$ cat src/rtl/ruban_pkg.sv
// Shared definitions for the ruban mux/demux pair: default frame geometry
// and the capture-side state encoding.
package ruban_pkg;

    localparam int RUBAN_WIDTH = 16;
    localparam int RUBAN_SEL_W = 4;

    typedef enum logic [1:0] {
        ST_IDLE    = 2'd0,
        ST_CAPTURE = 2'd1,
        ST_HOLD    = 2'd2
    } ruban_state_e;

endpackage : ruban_pkg

$ cat src/rtl/ruban_sel_counter.sv
// Position counter for the demux select: synchronous clear, count enable,
// wraps to zero after LAST and flags the terminal count combinationally.
module ruban_sel_counter #(
    parameter int SEL_W = 4,
    parameter int LAST  = (1 << SEL_W) - 1
) (
    input  logic             clk,
    input  logic             rst_n,
    input  logic             clr,
    input  logic             en,
    output logic [SEL_W-1:0] cnt,
    output logic             tc
);

    localparam logic [SEL_W-1:0] LAST_CNT = SEL_W'(LAST);

    assign tc = (cnt == LAST_CNT);

    // NOTE: sequential state uses non-blocking assignments so every register
    // samples pre-edge values regardless of process ordering.
    always_ff @(posedge clk or negedge rst_n) begin
        if (!rst_n) begin
            cnt <= '0;
        end else if (clr) begin
            cnt <= '0;
        end else if (en) begin
            cnt <= tc ? '0 : cnt + 1'b1;
        end
    end

endmodule : ruban_sel_counter

$ cat src/rtl/ruban_demux_capture.sv
// Serial-to-parallel frame capture: routes each accepted bit to position sel
// of a shadow register and presents the completed frame on out_word.
module ruban_demux_capture
    import ruban_pkg::*;
#(
    parameter int WIDTH = RUBAN_WIDTH,
    parameter int SEL_W = RUBAN_SEL_W
) (
    input  logic             clk,
    input  logic             rst_n,
    input  logic             start,
    input  logic             abort,
    input  logic             in_bit,
    input  logic             in_valid,
    output logic             in_ready,
    output logic [SEL_W-1:0] sel,
    output logic [WIDTH-1:0] out_word,
    output logic             out_valid,
    input  logic             out_ready,
    output logic             busy
);

    ruban_state_e     state_q;
    ruban_state_e     state_d;
    logic [WIDTH-1:0] shadow_q;
    logic [WIDTH-1:0] shadow_wr;
    logic             xfer;
    logic             sel_tc;
    logic             frame_done;
    logic             clr_frame;

    assign in_ready   = (state_q == ST_CAPTURE);
    assign out_valid  = (state_q == ST_HOLD);
    assign busy       = (state_q != ST_IDLE);

    // Abort wins over a transfer in the same cycle, so it also masks the write.
    assign xfer       = in_ready && in_valid && !abort;
    assign frame_done = xfer && sel_tc;

    ruban_sel_counter #(
        .SEL_W (SEL_W),
        .LAST  (WIDTH - 1)
    ) u_sel_counter (
        .clk   (clk),
        .rst_n (rst_n),
        .clr   (clr_frame),
        .en    (xfer),
        .cnt   (sel),
        .tc    (sel_tc)
    );

    always_ff @(posedge clk or negedge rst_n) begin
        if (!rst_n) begin
            state_q <= ST_IDLE;
        end else begin
            state_q <= state_d;
        end
    end

    // NOTE: every signal driven here gets a default first, so no path through
    // the case statement can infer a latch.
    always_comb begin
        state_d   = state_q;
        clr_frame = 1'b0;
        unique case (state_q)
            ST_IDLE: begin
                if (start) begin
                    state_d   = ST_CAPTURE;
                    clr_frame = 1'b1;
                end
            end
            ST_CAPTURE: begin
                if (frame_done) begin
                    state_d = ST_HOLD;
                end
            end
            ST_HOLD: begin
                if (out_ready) begin
                    if (start) begin
                        state_d   = ST_CAPTURE;
                        clr_frame = 1'b1;
                    end else begin
                        state_d = ST_IDLE;
                    end
                end
            end
            default: begin
                state_d = ST_IDLE;
            end
        endcase
        if (abort) begin
            state_d   = ST_IDLE;
            clr_frame = 1'b1;
        end
    end

    // Shadow with the incoming bit merged in; also the completed frame on the
    // last transfer, so out_word loads in the same edge as the final write.
    always_comb begin
        shadow_wr      = shadow_q;
        shadow_wr[sel] = in_bit;
    end

    // NOTE: shadow and out_word are plain flops, not a memory, so they take
    // the asynchronous reset like the rest of the state.
    always_ff @(posedge clk or negedge rst_n) begin
        if (!rst_n) begin
            shadow_q <= '0;
        end else if (clr_frame) begin
            shadow_q <= '0;
        end else if (xfer) begin
            shadow_q <= shadow_wr;
        end
    end

    always_ff @(posedge clk or negedge rst_n) begin
        if (!rst_n) begin
            out_word <= '0;
        end else if (frame_done) begin
            out_word <= shadow_wr;
        end
    end

endmodule : ruban_demux_capture

$ cat config.mk
export PLATFORM = sky130hd
export DESIGN_NAME = ruban_demux_capture
export DESIGN_NICKNAME = d
export VERILOG_FILES = /design/src/rtl/ruban_pkg.sv /design/src/rtl/ruban_sel_counter.sv /design/src/rtl/ruban_demux_capture.sv
export SDC_FILE = /design/constraint.sdc
export NUM_CORES = 1
export LEC_CHECK = 0
export ABC_AREA = 1
export CAP_MARGIN = 20
export CORE_MARGIN = 10
export CORE_UTILIZATION = 45
export DETAILED_ROUTE_END_ITERATION = 8
export PLACE_DENSITY = 0.66
export SLEW_MARGIN = 30
export SYNTH_ARGS = -nofsm -noshare
export SYNTH_HDL_FRONTEND = slang
export SYNTH_SLANG_ARGS = --single-unit
$ cat constraint.sdc
create_clock -name clk -period 1.6 [get_ports clk]
set_input_delay 0.4 -clock clk [delete_from_list [all_inputs] [get_ports clk]]
set_output_delay 0.4 -clock clk [all_outputs]
set_load 0.01 [all_outputs]
# Word level (Yosys, flattened, before mapping)
# Cells that the tools add are included.
# word_totals
register_bits	38
in_bits	7
output_inout_bits	23
# op_classes
n_addsub	1
order_cmp	2
eq_ne	6
muxes	18
n_reduce_logical	9
# ops
operator	count
$mux W16	2
$bwmux W16	1
$mux W4	3
$mux W2	4
$ne A3 B2 Y1 const B	2
$pmux W2 S3	1
$lt A4 B5 Y1 const B	1
$mux W1	5
$add A4 B1 Y4 const B	1
$demux W1 S4	1
$eq A4 B4 Y1 const B	1
$ge A4 B1 Y1 const B	1
$logic_and A1 B1 Y1	4
$reduce_bool A2 Y1	2
$ne A3 B3 Y1 const B	1
$reduce_and A3 Y1	1
$eq A2 B1 Y1 const B	1
$eq A2 B2 Y1 const B	1
$logic_not A2 Y1	1
$pmux W1 S2	1
$logic_not A1 Y1	1

# Longest topological paths before layout
# logic_depth
depth_word	7
depth_mapped	8
mapped_depth_nobuf	7

# Modules after synthesis
# From an unflattened synthesis, not the netlist that was laid out.
# hier_totals
hier_cells	254
hier_area_um2	1900.6
# by_module_without_submodules
mod	n_inst	cells_per_inst	area_per_inst_um2	seq_area_each_um2
ruban_demux_capture	1	228	1676.6	850.8
ruban_sel_counter	1	26	224.0	100.1

# Worst setup path after synthesis
# OpenSTA, ideal clock, no wires.
# synth_path
path_type	reg2reg
startpoint	reg u_sel_counter.cnt[1]
endpoint	reg out_word[10]
arrival_time_ns	1.282
required_ns	1.483
path_slack_ns	0.201
stages_incl_launch_ff	8
cell_sequence	dfrtp_1 > ha_1 > inv_1 > nor2_2 > nand2_4 > buf_2 > nand2_1 > nand2_1
# synth_via
elab_chain_cells	5
elab_cells_between_ends	8
cone_classes	order compare (2); eq/ne (1); mux (3); reduce/logical (2)
# synth_rtl
item	line	rtl
from (decl)	ruban_sel_counter.sv:11	output logic [SEL_W-1:0] cnt,
from (signal assigned)	ruban_sel_counter.sv:27	cnt <= tc ? '0 : cnt + 1'b1;
$lt A4 B5 Y1 (not written as such) or $ge A4 B1 Y1 (tied branches)	ruban_demux_capture.sv:101	shadow_wr[sel] = in_bit;
$logic_and A1 B1 Y1 (not written as such)	ruban_demux_capture.sv:101	
$mux W1 (not written as such)	ruban_demux_capture.sv:101	
$demux W1 S4	ruban_demux_capture.sv:101	
$bwmux W16	ruban_demux_capture.sv:101	
to (signal assigned)	ruban_demux_capture.sv:120	out_word <= shadow_wr;
to (decl)	ruban_demux_capture.sv:17	output logic [WIDTH-1:0] out_word,
# Several ways; a longest one is shown, not always the timed one.
# A chain may end at the register's enable or synchronous reset.

# Worst setup path in the final report
# layout_path
startpoint	reg state_q[1]
endpoint	out busy
# layout_via
elab_chain_cells	1
# layout_rtl
item	line	rtl
from (decl)	ruban_demux_capture.sv:23	ruban_state_e state_q;
from (signal assigned)	ruban_demux_capture.sv:56	state_q <= state_d;
$reduce_bool A2 Y1	ruban_demux_capture.sv:34	assign busy = (state_q != ST_IDLE);
to (decl)	ruban_demux_capture.sv:20	output logic busy
# Every way passes these cells.

==> metrics.txt <==
final hold violations=0; Worst-Skew Late Latency=0.30 ns; die width=84.6 um; Crit. End Element=output pin; gr usage total=0.142; Ant. Diodes=0; number of synthesized register bits=37; r2r startpoint=u_sel_counter.cnt[0]$_DFFE_PN0P_; Worst Max-Slew Pin Slew=0.457 ns; WL final=4.84 mm; Die H=84.6 um; I/O pin count=30; Setup CP Type=register to output pin; DR pass1 iterations=4; core area=0.00403 sq mm; placed cells=330; Max Cap Viol=0; Tmin final=1.55 ns; slowest cell delay on critical path=0.42 ns; post-synthesis simple-gate area fraction=0.354; Clock Path Buffers=2; Post-Synthesis Cells=240; initial antenna violation count=0; Worst Reg-to-Reg Cells=7; clock root buffer=clkbuf_8; fmax=646 MHz; slew margin rel.=0.695; Leakage=0.00136 uW; # rows=23; area delta synth->final=31.4%; clock sinks=37; Starting Density=0.466; vias per cell=4.99; critical path fanouts, max=4; CP Cell Sequence=inv_2 -> nand2_1 -> dlygate4sd2_1; post-route ant nets=0; largest family of logic cells by synthesized area=simple AND/OR/NAND/NOR gates; multiplexer share of the synthesized area=0; sequential fraction of the synthesis area=0.493; Final Non-Filler Cells=340; vias=1696; Post-Synth Adder-Cell Area=0.0266; R2R Setup Slk=0.16 ns; Routed WL per cell=14.2 um; vias in the first global route=1765; Setup crit start kind=register; top cell family by delay on the critical path=flip-flops; post-synth net total=251; share of cells above drive strength 1=0.155; GP Congestion=0.775; Syn Std Cell Area=0.00188 sq mm; # fillers=390; CTS tree=built; Hold WC Path Type=input pin to async pin; clock skew=0.00840 ns; reg2reg end=out_word[6]$_DFFE_PN0P_; largest net degree at the start of global routing=38; Synth cell types=22; crit share post-route=0.967; register area=928 sq um; setup violators final=0; Compound-Gate Fraction of Synth Area=0.0613; first-pass GRT wire length=8.46 mm; status=finished clean; Reg clk slew, reported paths=0.08 ns; PortBufs=29; xor/xnor cell area share of the yosys netlist=0.00466; Pwr per Cell Area=914 mW/mm^2; Hold WS=0.124 ns; arrival time worst endpoint=1.15 ns; Num CTS Buffers=5; Final HPWL DP=3.53 mm; CTS H-tree lvls=2; Total Die Area=0.00716 sq mm; RSZ-0062 raised after global routing=no; final-report max-slew violation count=0; Initial DRC Count=126; DRC Markers=0; Worst Path Required=1.20 ns; Yosys warnings=0; gr ovfl total=0; WP buf/inv=2; Worst VDD drop=657 uV; Mean Syn Cell Area=7.83 sq um; Final #Nets=300; multi-input logic area=842 sq um; slowest cell on the critical path=dfrtp_1
## cell families (layout without fill, tap and decap cells)
group           count (synthesis)  after routing
fa+ha+maj                       4              4
flops                          37             37
xor+xnor                        1              1
buf+inv                        26             76
compound gates                 23             23
simple gates                  149            149
## placed cells by master (no fill, tap or decap)
cell type | netlist | routed
nand2_1 | 104 | 104
dfrtp_1 | 37 | 35
buf_4 | 0 | 22
dlygate4sd2_1 | 0 | 20
nand3_1 | 18 | 18
nand4_1 | 17 | 17
o21ai_0 | 18 | 15
inv_1 | 13 | 13
o21ai_1 | 5 | 8
clkbuf_8 | 0 | 5
clkdlybuf4s50_1 | 0 | 5
nor2_1 | 4 | 4
ha_1 | 4 | 3
inv_2 | 2 | 2
bufinv_16 | 0 | 2
clkbuf_2 | 0 | 2
dfrtp_2 | 0 | 2
nand3_4 | 1 | 1
nor2_4 | 1 | 1
nand3_2 | 1 | 1
nor2_2 | 1 | 1
nand2_4 | 1 | 1
clkinv_2 | 1 | 1
xor2_1 | 1 | 1
nand3b_1 | 1 | 1
ha_2 | 0 | 1
inv_6 | 0 | 1
buf_2 | 6 | 1
dlymetal6s2s_1 | 0 | 1
buf_12 | 0 | 1
## metal layers
metal  vias to the layer above  part of all wire  track usage
met5                         -                 0            0
met4                         0             0.013       0.0494
met3                         7             0.079       0.0551
met2                        49              0.49        0.234
met1                       763              0.42        0.164
li1                        877                 -            -
## where the power goes
part | internal, uW | switching, uW | total (uW) | leakage, uW
Sequential | 948 | 14.6 | 962 | 0.000512
Clock | 628 | 372 | 1000 | 0.0000687
Combinational | 116 | 180 | 296 | 0.000783
## cell usage after synthesis
cell type | count | area share
xor2_1 | 1 | 0.0047
inv_2 | 2 | 0.0040
inv_1 | 13 | 0.026
nand2_1 | 104 | 0.21
clkinv_2 | 1 | 0.0027
nor2_1 | 4 | 0.0080
ha_1 | 4 | 0.027
nor2_4 | 1 | 0.0060
nand4_1 | 17 | 0.057
nand3_2 | 1 | 0.0053
buf_6 | 1 | 0.0060
clkbuf_1 | 2 | 0.0040
o21ai_0 | 18 | 0.048
nand3b_1 | 1 | 0.0040
o21ai_1 | 5 | 0.013
dfrtp_1 | 37 | 0.49
buf_1 | 1 | 0.0020
nor2_2 | 1 | 0.0033
nand3_4 | 1 | 0.0093
nand3_1 | 18 | 0.048
buf_2 | 6 | 0.016
nand2_4 | 1 | 0.0060
## worst register-to-register path: cells and delay by family (launching register included)
kind | cells | cell delay, ns
AOI/OAI and AO/OA | 1 | 0.09
adders and majority gates | 1 | 0.29
buffers and inverters | 1 | 0.14
DFF | 1 | 0.45
and+or+nand+nor | 4 | 0.37
## layout make-up
type / instances / share of cell area
tap: 50 / 0.0253
clock buffer: 5 / 0.0279
sequential: 37 / 0.376
clock inverter: 3 / 0.0279
timing repair buffer: 52 / 0.177
inverter: 16 / 0.0248
multi-input combinational: 177 / 0.341
## what timing repair did
action,in CTS,in global routing
setup endpoints to repair,22,9
hold buffers,0,0
setup buffers,2,0
gates resized for setup,26,7
## metrics by stage
step | cell area, sq um | worst slack [ns] | TNS, ns | util | total power [uW]
floorplan | 1880 | 0.201 | 0 | - | 1120
global placement | 2340 | -0.0359 | -0.310 | 0.582 | 1290
detailed placement | 2340 | -0.0956 | -1.19 | 0.582 | 1290
CTS | 2470 | 0.00143 | 0 | 0.614 | 2280
global route | 2470 | 0.00583 | 0 | 0.613 | 2350
finish | 2470 | 0.0524 | 0 | 0.613 | 2260
## sequential cells by signal, summed over array words and instances (netlist names)
| name | count |
|---|---|
| out_word | 16 |
| shadow_q | 15 |
| u_sel_counter.cnt | 4 |
| state_q | 2 |
## worst max-delay path by stage
| stage | from | endpoint | slack (ns) | depth (start not counted) |
|---|---|---|---|---|
| after global routing | state_q[1]$_DFFE_PN0P_ | busy | 0.006 | 3 |
| after CTS | out_word[8]$_DFFE_PN0P_ | out_word[8] | 0.001 | 1 |
| final | state_q[1]$_DFFE_PN0P_ | busy | 0.05 | 3 |
| after global placement | in_valid | out_word[12]$_DFFE_PN0P_ | -0.04 | 7 |
| after detailed placement | in_valid | out_word[3]$_DFFE_PN0P_ | -0.1 | 7 |
| after floorplan | u_sel_counter.cnt[1]$_DFFE_PN0P_ | out_word[10]$_DFFE_PN0P_ | 0.20 | 7 |
Note: power is estimated with default switching activity, not from simulation.
==> patch 1 (same settings) <==
`RUBAN_WIDTH`: 16 -> 12.
--- a/src/rtl/ruban_pkg.sv
+++ b/src/rtl/ruban_pkg.sv
@@ -4,3 +4,3 @@
 
-    localparam int RUBAN_WIDTH = 16;
+    localparam int RUBAN_WIDTH = 12;
     localparam int RUBAN_SEL_W = 4;
Ports: changed (resized out_word); port bits go from 30 to 26. No check against the original RTL was run, so the function may have changed too.
==> patch 1 against the original RTL <==
  * Die area shrank 14%
  * Power fell by 31%
  * Critical path type unchanged
  * Critical endpoint is now out_valid
  * Largest power group is now sequential cells
  * Utilization shrank 1.4 points
  * Area after synthesis fell by 18%
  * Design area shrank 20%
  * Sequential cell count shrank 8
  * Routed wire length fell by 25%
  * Worst setup slack got worse by 0.0062 ns
==> patch 1: results <==
metrics = {
    "cells_and_area": {
        "layout.cells.non_filler": 279,
        "design.final.nets": 243,
        "drive_gt1_share_pct": 19.7,
        "reg_top3": "out_word: 12 flops, shadow_q: 11 flops, u_sel_counter.cnt: 4 flops",
    },
    "sta": {
        "slew_headroom_pct": 75.3,
        "fin_skew_ns": 0.00432,
    },
    "detailed_routing": {
        "drtPass1Iterations": 4,
        "drtIter0Drc": 96,
        "met3_wirelength_um": 240,
        "top_layer": "met4",
        "met2_length_mm": 1.69,
        "route.detailed.vias_per_inst": 4.84,
        "drt_total_wl_mm": 3.61,
        "met1Wirelength_mm": 1.64,
    },
    "global_routing": {
        "grt_use_met1_pct": 15.7,
        "grt_pass1_vias": 1355,
        "global_route.usage.total_pct": 12.4,
        "met2_usage_pct": 19.0,
        "grt_start_max_net_pins": 30,
        "globalRouteMet3Util_pct": 4.90,
        "grt_pass1_wl_mm": 6.29,
    },
    "setup_path": {
        "cp_slowest_stage_delay_ns": 0.40,
        "worst-path-max-fanout": 3,
        "worst-endpoint-arrival_ns": 1.15,
        "rr_worst_depth": 7,
    },
    "clock_network": {
        "cts.htree.levels": 2,
        "cts.reportedPaths.clkPinSlew_ns": 0.09,
        "clk_latency_ns": 0.33,
        "cts_inserted_buffers": 5,
        "clockRootBuffer": "clkbuf_4",
        "cts_hold_buf": 0,
    },
    "synth": {
        "synth_nets": 202,
        "synthDistinctLibCells": 20,
        "synth.top_cells.by_area": "dfrtp_1 (47%), nand2_1 (18%), o21ai_0 (5.2%), nand3_1 (4.2%), inv_1 (4.2%)",
        "synthesis.instances": 191,
        "yosys-top-cells-count": "nand2_1 (74), dfrtp_1 (29), inv_1 (17), o21ai_0 (16), nand3_1 (13)",
        "yosysSeqAreaShare_pct": 47.3,
        "postSynth.topFlopCell": "dfrtp_1",
    },
    "placed_design": {
        "pre_cts_slack_ns": -0.108,
        "hpwl_mm": 2.67,
        "postPlaceCellArea_sq_um": 1900,
        "dpl.cell_count": 268,
        "numPortBuffers": 25,
        "finalWeightedCongestion": 0.759,
    },
    "pwr": {
        "p_total_mw": 1.55,
        "powerClk_mw": 0.510,
        "power_leakage_nw": 1.07,
        "comb_pwr_mw": 0.283,
        "worst_ir_drop_vdd_v": 0.000458,
        "power.switching_fraction_pct": 27.8,
    },
    "outcome": {
        "run_status": "completed",
    },
}
patch 1: changes by cell type after synthesis, moves of 2 or more:
cell     change
buf_2        -4
buf_4        +3
dfrtp_1      -8
inv_1        +4
inv_2        +2
nand2_1     -30
nand3_1      -5
nand4_1     -10
o21ai_0      -2
o21ai_1      -3
o21ai_2      +7
patch 1: kinds of logic (layout without fill, tap and decap cells):
logic type / after synthesis / count (layout) / share of synthesized area [%]
adder cells (fa/ha/maj): 4 / 4 / 3.27
buffers and inverters: 28 / 70 / 8.24
AO/OA/AOI/OAI: 25 / 25 / 9.88
AND/OR/NAND/NOR: 105 / 105 / 31.3
flip-flops: 29 / 29 / 47.3
patch 1: final cells by class:
| type | count | area (sq um) |
|---|---|---|
| repair buffers | 41 | 353 |
| clock inverters | 1 | 5.00 |
| flip-flops and latches | 29 | 727 |
| fillers | 324 | 1330 |
| clock buffers | 7 | 65.1 |
| inverters | 21 | 81.3 |
| multi-input cells | 134 | 693 |
| well taps | 46 | 57.6 |
patch 1: worst paths after layout:
kind                                            from  slack, ns              endpoint
min in group clk                         out_word[4]       0.48           out_word[4]
worst max-delay path                      state_q[1]       0.05             out_valid
worst min register to register           out_word[4]       0.48           out_word[4]
max in group asynchronous                      rst_n       0.87  u_sel_counter.cnt[0]
worst min-delay path                           rst_n       0.45           out_word[3]
worst max register to register  u_sel_counter.cnt[1]       0.11           shadow_q[9]
patch 1: worst register-to-register path, delay by kind of cell, from the launching register on:
family,cells,cell delay [ns]
flops,1,0.39
compound gates,2,0.35
buf+inv,2,0.25
simple gates,2,0.23
fa+ha+maj,1,0.21
patch 1: what timing repair did:
item / CTS / global route
buffers inserted: 3 / 0
pin swaps: 1 / 0
endpoints found under the hold margin: 0 / 0
endpoints found under the setup margin: 19 / 4
gates resized for setup: 27 / 6
==> patch 2 (same settings) <==
Made on the original files. Re-encode `ruban_state_e` (3 states) as one-hot, 3 bits wide.
--- a/src/rtl/ruban_pkg.sv
+++ b/src/rtl/ruban_pkg.sv
@@ -7,6 +7,6 @@
 
-    typedef enum logic [1:0] {
-        ST_IDLE    = 2'd0,
-        ST_CAPTURE = 2'd1,
-        ST_HOLD    = 2'd2
+    typedef enum logic [2:0] {
+        ST_IDLE    = 3'b001,
+        ST_CAPTURE = 3'b010,
+        ST_HOLD    = 3'b100
     } ruban_state_e;
Formal check against the unedited RTL: same outputs for any inputs over 10 cycles, from zero or initial values and one cycle with rst_n low; not proved beyond that.
==> patch 2 against the original RTL <==
  * Sequential cell count grew 1
  * Worst setup slack lost 0.035 ns
  * Maximum frequency shrank 2.2%
  * Design area grew 3.9%
  * Routed wire length shrank 1.9%
  * Register-to-register slack lost 0.07 ns
  * Area after synthesis grew 3.8%
  * Largest cell class unchanged
  * Highest routed layer unchanged
Power is not compared: it rests on default switching activity, and its combinational part moved more than twofold at a synthesized area within 25%.
==> patch 2: results <==
metrics = {
    "cells_and_area": {
        "sequential_cell_area_sq_um": 952,
        "num-fill-cells": 376,
        "final.clkbuf_count": 7,
        "design.final.nets": 312,
        "multiInputGateArea_sq_um": 892,
        "area_share_nonclk_buffers_pct": 19.7,
        "clock_buffers_and_inverters_area_share_pct": 3.56,
        "seq_area_share_pct": 37.1,
        "drive_gt1_share_pct": 21.5,
        "comb.multi_input.count": 186,
    },
    "synth": {
        "synthesis.instances": 249,
        "post_synth_xor_xnor_area_pct": 0,
        "synth_nets": 260,
        "synth_area_per_cell_sq_um": 7.83,
        "yosysSeqAreaShare_pct": 48.8,
        "synthDistinctLibCells": 25,
        "yosys-top-cells-count": "nand2_1 (126), dfrtp_1 (37), nand3_1 (13), o21ai_0 (13), inv_1 (12)",
        "synth.top_cells.by_area": "dfrtp_1 (47%), nand2_1 (24%), nand3_1 (3.3%), o21ai_0 (3.3%), ha_1 (2.6%)",
    },
    "clock_network": {
        "cts_resized": 30,
        "cts_setup_buffers": 5,
        "cts_sinks": 38,
    },
    "setup_path": {
        "cp_slowest_stage_delay_ns": 0.54,
        "worst-endpoint-arrival_ns": 1.18,
        "critical_path.slowest_cell": "dfstp_2",
        "worst-path-max-fanout": 3,
        "critPathLaunch": "state_q[0]",
    },
    "detailed_routing": {
        "route.detailed.vias_per_inst": 4.85,
        "routed-via-count": 1708,
        "drtIter0Drc": 157,
        "drtPass1Iterations": 5,
    },
    "placed_design": {
        "hpwl_mm": 3.44,
        "dpl.cell_count": 340,
        "postPlaceCellArea_sq_um": 2400,
        "finalWeightedCongestion": 0.769,
        "pre_cts_slack_ns": -0.0916,
    },
    "global_routing": {
        "global_route.usage.total_pct": 13.7,
        "grt_pass1_wl_mm": 8.38,
        "grt_start_max_net_pins": 25,
    },
    "sta": {
        "slew_headroom_pct": 71.2,
        "max_freq_mhz": 632,
        "fin_skew_ns": 0.00488,
    },
    "outcome": {
        "run_status": "completed",
    },
}
-- patch 2: cell count changes after synthesis, moves of 3 or more --
| cell | delta |
|---|---|
| a21oi_1 | +6 |
| a31oi_1 | +4 |
| buf_2 | -3 |
| nand2_1 | +22 |
| nand2_2 | +6 |
| nand3_1 | -5 |
| nand4_1 | -17 |
| nor2_2 | +3 |
| o21ai_0 | -5 |
| o21ai_1 | -4 |
-- patch 2: worst paths after layout --
check	end	slack [ns]	cells past startpoint
worst max-delay path	busy	0.02	4
worst min-delay path	state_q[2]	0.02	1
worst max register to register	shadow_q[8]	0.09	7
worst min register to register	out_word[4]	0.47	2
max in group asynchronous	shadow_q[4]	1.12	2
min in group clk	out_word[4]	0.47	2
-- patch 2: routing by layer --
metal	track usage [%]	vias to the layer above	part of all wire [%]
li1	-	883	-
met3	3.97	8	5.6
met5	0	-	0
met2	22.3	37	46
met1	17.2	780	47
met4	4.04	0	1.2
-- patch 2: power by group --
part           switching (mW)  total, mW  leakage, nW  internal [mW]
clock network           0.328      0.675       0.0482          0.347
logic                   0.304      0.593        0.942          0.289
registers              0.0180       1.01        0.527          0.995
-- patch 2: cell families (layout without fill, tap and decap cells) --
| logic type | Yosys count | in the layout |
|---|---|---|
| AOI/OAI and AO/OA | 24 | 24 |
| adders and majority gates | 4 | 4 |
| buffers and inverters | 25 | 78 |
| and+or+nand+nor | 158 | 158 |
| DFF | 38 | 38 |
-- patch 2: worst register-to-register path: stages (launching register included) --
cell	delay [ns]
dfrtp_1	0.40
buf_4	0.16
inv_1	0.09
ha_1	0.28
nand3_1	0.14
o21ai_0	0.23
nand2_1	0.08
nand2_1	0.07
